$ cat config.mk
export PLATFORM = sky130hd
export DESIGN_NAME = spike_packet_decoder
export DESIGN_NICKNAME = d
export VERILOG_FILES = /design/src/rtl/noc_pkg.sv /design/src/rtl/flit_assembler.sv /design/src/rtl/spike_packet_decoder.sv
export SDC_FILE = /design/constraint.sdc
export NUM_CORES = 1
export LEC_CHECK = 0
export CORE_MARGIN = 4
export CORE_UTILIZATION = 55
export DETAILED_ROUTE_END_ITERATION = 8
export GPL_TIMING_DRIVEN = 0
export PLACE_DENSITY = 0.8
export SLEW_MARGIN = 25
export SYNTH_ARGS = -nofsm -noshare
export SYNTH_HDL_FRONTEND = slang
export SYNTH_SLANG_ARGS = --single-unit
$ cat constraint.sdc
create_clock -name neuron_clk -period 2.4 [get_ports neuron_clk]
set_input_delay 0.48 -clock neuron_clk [delete_from_list [all_inputs] [get_ports neuron_clk]]
set_output_delay 0.48 -clock neuron_clk [all_outputs]
set_load 0.01 [all_outputs]
$ cat src/rtl/noc_pkg.sv
// noc_pkg: packet field layout helpers and decoder FSM states shared by the neuron receive path
package noc_pkg;
   typedef enum logic [1:0] {IDLE, COLLECT, DECODE} dec_state_t;
   function automatic int flits(input int packet_size, input int flit_size);
      return packet_size / flit_size;
   endfunction
   function automatic int y_lsb(input int x_len);
      return x_len;
   endfunction
   function automatic int axon_lsb(input int x_len, input int y_len);
      return x_len + y_len;
   endfunction
endpackage

$ cat src/rtl/flit_assembler.sv
// flit_assembler: places flits LS-first into the packet register and flags the last accepted flit
module flit_assembler
   import noc_pkg::*;
#(
   parameter int FLIT_SIZE = 4,
   parameter int PACKET_SIZE = 32
) (
   input  logic                   neuron_clk,
   input  logic                   rst_n,
   input  logic                   accept,
   input  logic [FLIT_SIZE-1:0]   flit_data,
   output logic [PACKET_SIZE-1:0] packet,
   output logic                   packet_done,
   output logic                   partial
);
   localparam int FLITS = flits(PACKET_SIZE, FLIT_SIZE);
   localparam int CW = FLITS > 1 ? $clog2(FLITS) : 1;
   logic [CW-1:0] flit_cnt;
   assign packet_done = accept && flit_cnt == CW'(FLITS - 1);
   assign partial = flit_cnt != '0;
   always_ff @(posedge neuron_clk or negedge rst_n)
      if (!rst_n) begin
         flit_cnt <= '0;
         packet <= '0;
      end else if (accept) begin
         flit_cnt <= packet_done ? '0 : flit_cnt + CW'(1);
         packet[flit_cnt*FLIT_SIZE +: FLIT_SIZE] <= flit_data;
      end
endmodule

$ cat src/rtl/spike_packet_decoder.sv
// spike_packet_decoder: reassembles flits, filters by destination and double-buffers per-timestep axon spikes
module spike_packet_decoder
   import noc_pkg::*;
#(
   parameter int FLIT_SIZE = 4,
   parameter int PACKET_SIZE = 32,
   parameter int X_ADDRESS_LENGTH = 8,
   parameter int Y_ADDRESS_LENGTH = 8,
   parameter int NUM_AXONS = 256,
   parameter int AXON_CNT_BIT_WIDTH = 8,
   parameter int CHECK_DEST = 1,
   parameter int DROP_CNT_WIDTH = 8
) (
   input  logic                        neuron_clk,
   input  logic                        rst_n,
   input  logic                        start,
   input  logic [FLIT_SIZE-1:0]        flit_data,
   input  logic                        flit_valid,
   output logic                        flit_ready,
   input  logic [X_ADDRESS_LENGTH-1:0] local_x,
   input  logic [Y_ADDRESS_LENGTH-1:0] local_y,
   output logic [NUM_AXONS-1:0]        spike,
   output logic                        spike_valid,
   output logic [DROP_CNT_WIDTH-1:0]   drop_cnt,
   output logic                        busy
);
   localparam int XL = X_ADDRESS_LENGTH;
   localparam int YL = y_lsb(X_ADDRESS_LENGTH);
   localparam int AL = axon_lsb(X_ADDRESS_LENGTH, Y_ADDRESS_LENGTH);
   localparam int A = AXON_CNT_BIT_WIDTH;
   dec_state_t state;
   logic [PACKET_SIZE-1:0] packet;
   logic packet_done, partial, accept, decode, keep, unused_bits;
   logic [XL-1:0] dest_x;
   logic [Y_ADDRESS_LENGTH-1:0] dest_y;
   logic [A-1:0] axon_id;
   logic [NUM_AXONS-1:0] accum, hit;
   assign flit_ready = state == COLLECT;
   assign accept = flit_valid && flit_ready;
   assign decode = state == DECODE;
   assign busy = partial || decode;
   assign dest_x = packet[XL-1:0];
   assign dest_y = packet[AL-1:YL];
   assign axon_id = packet[AL+A-1:AL];
   assign unused_bits = ^packet[PACKET_SIZE-1:AL+A];
   assign keep = (CHECK_DEST == 0 || (dest_x == local_x && dest_y == local_y)) && 32'(axon_id) < NUM_AXONS;
   assign hit = decode && keep ? NUM_AXONS'(1) << axon_id : '0;
   flit_assembler #(.FLIT_SIZE(FLIT_SIZE), .PACKET_SIZE(PACKET_SIZE)) u_asm (
      .neuron_clk(neuron_clk),
      .rst_n(rst_n),
      .accept(accept),
      .flit_data(flit_data),
      .packet(packet),
      .packet_done(packet_done),
      .partial(partial)
   );
   always_ff @(posedge neuron_clk or negedge rst_n)
      if (!rst_n) state <= IDLE;
      else state <= state == COLLECT && packet_done ? DECODE : COLLECT;
   // a decode landing on the start edge is folded into the closing snapshot
   always_ff @(posedge neuron_clk or negedge rst_n)
      if (!rst_n) begin
         accum <= '0;
         spike <= '0;
         spike_valid <= 1'b0;
         drop_cnt <= '0;
      end else begin
         accum <= start ? '0 : accum | hit;
         if (start) spike <= accum | hit;
         spike_valid <= start;
         if (decode && !keep && !(&drop_cnt)) drop_cnt <= drop_cnt + DROP_CNT_WIDTH'(1);
      end
endmodule

* Yosys cells after proc, flatten, opt, wreduce, memory -nomap -nowiden
Cells that the tools add are included.
** Word-level totals
- Register bits after elaboration :: 558
- Word-level logic and storage cells :: 36
** Operators by class
- Multiplexer cells :: 5
- Equality and inequality tests :: 5
- Reductions and logical operators :: 12
- Shift-type cells :: 3
- Bitwise operators :: 1
- Add/sub/neg operators :: 3
** Operators by type and width (count)
- 256-bit two-way mux :: 2
- 256-bit OR :: 1
- 1-bit by 8-bit << shifter with 256-bit output, first input constant :: 1
- 5-bit negator with 34-bit output :: 1
- 4-bit by 34-bit variable shift with 32-bit output, first input constant :: 1
- 4-bit by 34-bit variable part select with 32-bit output :: 1
- 32-bit bitwise mux :: 1
- 8-bit == test :: 2
- 8-bit by 1-bit adder with 8-bit output, second input constant :: 1
- 8-bit AND reduction :: 1
- 1-bit logical AND :: 7
- 3-bit by 1-bit adder with 3-bit output, second input constant :: 1
- 3-bit == test, second input constant :: 1
- 3-bit two-way mux :: 1
- 3-bit nonzero test :: 1
- 2-bit by 1-bit == test with 1-bit output, second input constant :: 1
- 2-bit == test, second input constant :: 1
- 1-bit logical NOT :: 2
- 2-bit two-way mux :: 1
- 1-bit logical OR :: 1

* Longest topological paths before layout
Gate-level depths: netlist of the first run.
- Depth in word-level cells :: 6
- Gate-level depth with buffers :: 7
- Mapped depth without buffers :: 7

* By module
From an unflattened synthesis of the first run, not the netlist that was laid out.
** Unflattened totals
- Cell total of the unflattened synthesis :: 1984
- Area total of the unflattened synthesis :: 22764.3 sq um
** Modules (own cells, without submodules)
- spike_packet_decoder :: area an instance 21124.0 sq um, cells an instance 1854, times used 1, sequential area each 13087.6 sq um
- flit_assembler :: area an instance 1640.3 sq um, cells an instance 130, times used 1, sequential area each 875.8 sq um

* Least setup slack after synthesis of the first run
No wires, ideal clock.
- Path type :: register to register
- Start point :: register u_asm.flit_cnt[0]
- End point :: register u_asm.packet[23]
- Cell stages (with the launch flop) :: 7
- Period minus slack after synthesis :: 2.022 ns
- Library setup time :: 0.117 ns
- Arrival :: 1.905 ns
- Path slack :: 0.378 ns
- Path through :: dfrtp_1 > inv_1 > ha_1 > ha_1 > or4b_2 > nand2_1 > nand2_1
** Between the ends
- Longest elaborated chain between the ends :: 3
- Elaborated cells between the ends (all ways) :: 4
** RTL lines
- from (decl) :: RTL line flit_assembler.sv:18 : logic [CW-1:0] flit_cnt;
- from (signal assigned) :: RTL line flit_assembler.sv:26 : flit_cnt <= packet_done ? '0 : flit_cnt + CW'(1);
- 5-bit negator with 34-bit output (*) :: RTL line flit_assembler.sv:27 : packet[flit_cnt*FLIT_SIZE +: FLIT_SIZE] <= flit_data;
- 4-bit by 34-bit variable part select with 32-bit output / 4-bit by 34-bit variable shift with 32-bit output (equally long branches) :: RTL line flit_assembler.sv:27
- 32-bit bitwise mux (*) :: RTL line flit_assembler.sv:27
- to (signal, indexed assignment) :: RTL line flit_assembler.sv:27
- to (decl) :: RTL line flit_assembler.sv:12 : output logic [PACKET_SIZE-1:0] packet,
Mark *: on every way between the ends. The rest lies on a longest branch, timed or not.
A chain may end at the register's enable or synchronous reset.

* Final worst setup path of the first run
- Start point :: register u_asm.packet[19]
- End point :: register spike[30]
** Between the ends
- Longest elaborated chain between the ends :: 3
** RTL lines
- 1-bit by 8-bit << shifter with 256-bit output :: RTL line spike_packet_decoder.sv:47 : assign hit = decode && keep ? NUM_AXONS'(1) << axon_id : '0;
- 256-bit two-way mux :: RTL line spike_packet_decoder.sv:47
- 256-bit OR :: RTL line spike_packet_decoder.sv:69 : if (start) spike <= accum | hit;
- to (signal assigned) :: RTL line spike_packet_decoder.sv:69
- to (decl) :: RTL line spike_packet_decoder.sv:22 : output logic [NUM_AXONS-1:0] spike,
No other way between the ends.

==> flow_summary.yaml, run 1 <==
grt:
  grt_pass1_wl_mm: 105.9
  grt_overflow_total: 0
  grt_pass1_vias: 18185
  antenna_found_initial: 0
  grt_max_degree: 96
  grt.total_usage_pct: 31.28
critical_path:
  arrival_ns: 2.83
  crit_type: "flop to flop"
  required_ns: 2.91
  crit_fanout: 10
  r2r_cells: 6
  endpoint_kind: "flop"
  critPathLaunchType: "flop"
synth:
  synth.most_common_cell: "dfrtp_1"
  synth-edff-count: 0
  yosys.area.top_type: "dfrtp_1"
  ys_ff_latch: 550
  ys.flop_type: "dfrtp_1"
  synth_area_um2: 22230
  ys_top_cells_by_area: "dfrtp_1 (62%), mux2i_1 (12%), o22ai_1 (7.1%)"
  avgSynthCellArea_um2: 11.23
  async_flop_share_pct: 100.0
  syn-num-nets: 2011
  synth_seq_area_share_pct: 61.91
  postSynthCellCount: 1979
  ys_types: 38
  yosys_warnings: 0
  synth_top_area_share_pct: 61.91
  synth_common_cells: "dfrtp_1 (550), o21ai_0 (271), inv_1 (262)"
power_and_ir_drop:
  pwr_density_cell_nw_per_um2: 718.4
  peakVddDrop_mv: 0.6045
  p_leak_uw: 0.01242
layout:
  syn_to_final_growth_pct: 25.70
  n_antenna_cell: 0
  fin_area_um2: 27950
  n_fill_cell: 2765
  seq_area_um2: 13760
  drive_above_1_share_pct: 9.018
  fin_nets: 2365
  multi_input_area_um2: 7072
drt:
  top_layer: "met4"
  drt_iter0_drc: 1732
  drtAntennaViolNets: 0
  finalWirelength_mm: 70.04
  drt-met1-wl_mm: 26.67
  wl_per_cell_um: 24.17
  num_vias: 17586
  via_per_inst: 6.068
  drc_errors: 0
  wl_met3_mm: 6.685
  drtPass1Iterations: 6
  wl_met2_mm: 33.04
cts:
  cts.sinks: 550
  clk_latency_ns: 0.61
  cts_tree: "yes"
  cts_made_buffers: 53
  cts_root_buffer: "clkbuf_16"
  htree_levels: 2
  cts_max_path_buffers: 3
  clk_pin_slew_ns: 0.06
sta:
  fmax_mhz: 431.5
  slew_headroom_pct: 46.37
  setup_viol: 0
  fin_skew_ns: 0.02238
  report.final.slew_viol_count: 0
  finalCritPeriodShare_pct: 96.56
  hold_viol_final: 0
  rsz0062_at_grt: "true"
  period_needed_ns: 2.317
  post-route-worst-setup-slack_ns: 0.08268
  worst_pin_slew_ns: 0.8044
place:
  gp_congestion: 0.9220
  port-buffer-count: 290
  place_ws_ns: -0.9138
  dpl_cell_area_um2: 25930
  hpwl_mm: 47.23
floorplanning:
  coreArea_um2: 39820
  dieArea_um2: 43700
  dieHeight_um: 209.1
  floorplan.rows: 73
  fp.dieW_um: 209.1
  start_util_pct: 55.83
  boundaryPins: 291
hold_path:
  hold_depth: 1
  hold_class: "input pin to flop"
status:
  outcome: "completed"
run:
  maxCapViolCount: 0
flip-flops by register name (all words and copies together) (netlist names):
register / count
accum: 256
spike: 256
spike_valid: 1
drop_cnt: 8
state: 2
u_asm.packet: 24
u_asm.flit_cnt: 3
critical path, cell delays in order (launching register included):
cell      delay [ns]
dfrtp_1         0.54
nand4b_1        0.28
or2_2           0.37
or3_1           0.33
clkbuf_1        0.20
clkbuf_1        0.28
o21ai_0         0.21
where the power goes:
| part | internal, µW | switching, µW | leakage (µW) | total [µW] |
|---|---|---|---|---|
| Combinational | 656 | 1200 | 0.00391 | 1850 |
| Clock | 4970 | 3590 | 0.000877 | 8560 |
| Sequential | 9470 | 190 | 0.00764 | 9660 |
metal layers:
layer / vias up / track usage (%)
met3: 222 / 9.023
met4: 0 / 14.76
met1: 8848 / 40.44
li1: 7573 / -
met5: - / 0
met2: 943 / 49.26
kinds of logic after synthesis:
logic type	after synthesis	share of synthesized area (%)
flip-flops	550	61.91
AO/OA/AOI/OAI	529	13.39
buffers and inverters	392	6.765
multiplexers	266	12.03
AND/OR/NAND/NOR	213	4.626
XOR/XNOR	21	0.8273
adder cells (fa/ha/maj)	8	0.4502
layout by cell type (no fill, tap or decap), drive strengths merged, types with 19 or more instances in the layout:
master         synthesis  routed
dfrtp                550     550
clkdlybuf4s50          0     288
o21ai                271     271
inv                  262     265
mux2i                256     256
o22ai                254     254
clkbuf                83     160
nand2                116     116
buf                   47      57
nor2                  19      19
final timing paths:
check                           slack (ns)                endpoint                    startpoint
worst max-delay path                  0.08   spike[30]$_DFFE_PN0P_  u_asm.packet[19]$_DFFE_PN0P_
worst min-delay path                  0.40   spike_valid$_DFF_PN0_                         start
worst max register to register        0.08   spike[30]$_DFFE_PN0P_  u_asm.packet[19]$_DFFE_PN0P_
worst min register to register        0.49  spike[201]$_DFFE_PN0P_          accum[201]$_DFF_PN0_
max in group asynchronous             0.52  spike[236]$_DFFE_PN0P_                         rst_n
min in group asynchronous             0.51  spike[193]$_DFFE_PN0P_                         rst_n
what timing repair did:
item / 4_1_cts / 5_1_grt
hold endpoints to repair: 87 / 0
resized for setup: 34 / 110
hold buffers: 1 / 0
setup endpoints to repair: 345 / 351
buffers inserted: 1 / 2
pin swaps: 1 / 0
cell type report:
type	instances	area share [%]
clock inverter	17	0.7253
inverter	262	3.519
clock buffer	78	5.628
tap	525	2.351
buffer	130	2.221
timing repair buffer	299	11.00
sequential	550	49.25
multi-input combinational	1037	25.31
per-stage QoR:
stage	util [%]	setup TNS [ns]	cells	power, µW	hold WS (ns)
floorplan	-	0	1979	10890	0.1844
finish	70.17	0	2898	20080	0.4017
global route	70.17	-0.7602	2898	20680	0.3984
detailed placement	65.13	-327.27	2799	11550	0.4769
global placement	64.77	-	2794	11480	0.4744
CTS	69.77	-0.01580	2896	20010	0.4090
No activity file was read; power rests on OpenSTA's default activity.
==> run 2, diff against run 1 <==
--- a/config.mk
+++ b/config.mk
@@ -5,11 +5,13 @@
 export SDC_FILE = /design/constraint.sdc
 export NUM_CORES = 1
 export LEC_CHECK = 0
+export CELL_PAD_IN_SITES_DETAIL_PLACEMENT = 1
+export CELL_PAD_IN_SITES_GLOBAL_PLACEMENT = 1
 export CORE_MARGIN = 4
-export CORE_UTILIZATION = 55
+export CORE_UTILIZATION = 44
 export DETAILED_ROUTE_END_ITERATION = 8
 export GPL_TIMING_DRIVEN = 0
-export PLACE_DENSITY = 0.8
+export PLACE_DENSITY_LB_ADDON = 0.1
 export SLEW_MARGIN = 25
 export SYNTH_ARGS = -nofsm -noshare
 export SYNTH_HDL_FRONTEND = slang
==> run 2 against run 1 <==
Effect of this change: maximum frequency barely moved; setup slack improved by 0.0012 ns; non-clock buffer count rose by 3; wire length rose by 12%; register-to-register slack barely moved; total power rose by 5.8%; sequential cell count did not move; combinational power rose by 6%.
==> flow_summary.yaml, run 2 (same netlist as run 1, synthesis figures left out) <==
floorplanning:
  fp.dieW_um: 232.8
  floorplan.rows: 82
  dieArea_um2: 54190
  dieHeight_um: 232.8
  start_util_pct: 44.40
  boundaryPins: 291
  coreArea_um2: 50070
sta:
  fmax_mhz: 431.7
  slew_headroom_pct: 45.90
  rsz0062_at_grt: "true"
  hold_viol_final: 0
  finalSetupTns_ns: 0
  report.final.slew_viol_count: 0
  fin_skew_ns: 0.03487
  post-route-worst-setup-slack_ns: 0.08384
  finalCritPeriodShare_pct: 96.51
  worst_pin_slew_ns: 0.8116
  period_needed_ns: 2.316
  setup_viol: 0
critical_path:
  critPathLaunchType: "input pin"
  endpoint_kind: "flop"
  r2r_setup_slack_ns: 0.09
  crit_buf_inv: 5
  path_common_cell: "buf_2"
  arrival_ns: 2.81
  required_ns: 2.89
  r2r_start: "u_asm.packet[21]$_DFFE_PN0P_"
  crit_slowest_cell: "clkdlybuf4s50_1"
  crit_family: "buffers and inverters"
  crit_chain: "clkdlybuf4s50_1, buf_2, buf_2, clkbuf_2, clkdlybuf4s15_2, mux2i_1, o21ai_0"
  cp_slowest_stage_delay_ns: 0.51
  setup.worst_path.start: "start"
  crit_fanout: 10
  crit_type: "input pin to flop"
drt:
  drc_errors: 0
  drtAntennaViolNets: 0
  finalWirelength_mm: 78.38
  num_vias: 17242
  wl_per_cell_um: 25.60
  drt_iter0_drc: 1304
  drtPass1Iterations: 5
  via_per_inst: 5.631
grt:
  use_met1_pct: 38.49
  grt.total_usage_pct: 28.66
  antenna_found_initial: 1
  grt_util_met2_pct: 47.81
  grt.busiest_layer: "met2"
  grt_pass1_wl_mm: 117.2
  grt_overflow_total: 0
  grt_max_degree: 98
  grtUsageMet3_pct: 5.644
  grt_pass1_vias: 18464
layout:
  fin_nets: 2373
  syn_to_final_growth_pct: 28.27
  drive_above_1_share_pct: 9.791
  n_antenna_cell: 0
  largestRegisters: "accum: 256 flops, spike: 256 flops, u_asm.packet: 24 flops"
  most-common-layout-cells: "dfrtp_1 (548), clkdlybuf4s50_1 (288), o21ai_0 (271)"
  n_fill_cell: 5354
  layout_commonest_cell: "dfrtp_1"
place:
  place_ws_ns: -1.062
  port-buffer-count: 290
  gp_congestion: 0.8348
  hpwl_mm: 53.59
cts:
  clk_pin_slew_ns: 0.06
  cts_max_path_buffers: 3
  cts.sinks: 550
  cts_tree: "yes"
  htree_levels: 2
  clk_latency_ns: 0.62
  cts_made_buffers: 58
  cts_root_buffer: "clkbuf_16"
power_and_ir_drop:
  swShare_pct: 24.66
  p_int_uw: 16010
  pwr-share-seq_pct: 45.4
  peakVddDrop_mv: 0.4991
  pwr-share-clk_pct: 45.4
  p_switching_uw: 5241
  p_total_uw: 21250
  pwr-share-comb_pct: 9.2
  p_leak_uw: 0.01260
  pwr_density_cell_nw_per_um2: 745.1
run:
  maxCapViolCount: 0
hold_path:
  hold_class: "input pin to async pin"
status:
  outcome: "completed"
run 2: power by group through the flow:
stage	Clock, µW	Combinational, µW	Sequential [µW]
after floorplan	0	1120	9770
after global placement	0	1720	9840
after detailed placement	0	1800	9820
after CTS	9740	1900	9640
after global routing	10200	2160	9660
final	9640	1960	9650
run 2: per-stage QoR:
step | util [%] | area [µm²] | hold WS [ns] | std cells
3_3_place_gp | 51.88 | 25980 | 0.4748 | 2941
6_report | 56.96 | 28520 | 0.3883 | 3062
5_1_grt | 56.96 | 28520 | 0.3948 | 3062
3_5_place_dp | 52.22 | 26150 | 0.4539 | 2947
4_1_cts | 56.71 | 28390 | 0.3927 | 3062
2_1_floorplan | - | 22230 | 0.1844 | 1979
run 2: final timing paths:
path,cells after the start,end
max,7,spike[136]$_DFFE_PN0P_
min,2,spike[102]$_DFFE_PN0P_
max reg2reg,5,accum[87]$_DFF_PN0_
min reg2reg,1,drop_cnt[5]$_DFFE_PN0P_
max in group asynchronous,5,accum[168]$_DFF_PN0_
min in group neuron_clk,1,spike_valid$_DFF_PN0_
run 2: routing by layer:
metal / vias to the layer above / routed length [µm] / share of wire (%)
li1: 7571 / - / -
met4: 0 / 2099 / 2.7
met2: 485 / 38600 / 49
met1: 9057 / 33310 / 43
met5: - / 0 / 0
met3: 129 / 4370 / 5.6
run 2: repair_timing:
action | in CTS | in global routing
endpoints found under the hold margin | 61 | 0
hold buffers | 1 | 0
endpoints found under the setup margin | 445 | 349
buffers inserted | 5 | 0
cloned | 0 | 1
gates resized for setup | 61 | 94
pin swaps | 2 | 1
run 2: area by class of cell:
type / count / area (µm²) / share of cell area, %
well taps: 672 / 840.8 / 2.948
multi-input cells: 1037 / 7064 / 24.77
plain buffers: 129 / 660.6 / 2.317
clock inverters: 24 / 332.8 / 1.167
flip-flops and latches: 550 / 13770 / 48.27
repair buffers: 303 / 3144 / 11.03
inverters: 262 / 985.9 / 3.457
clock buffers: 85 / 1724 / 6.046
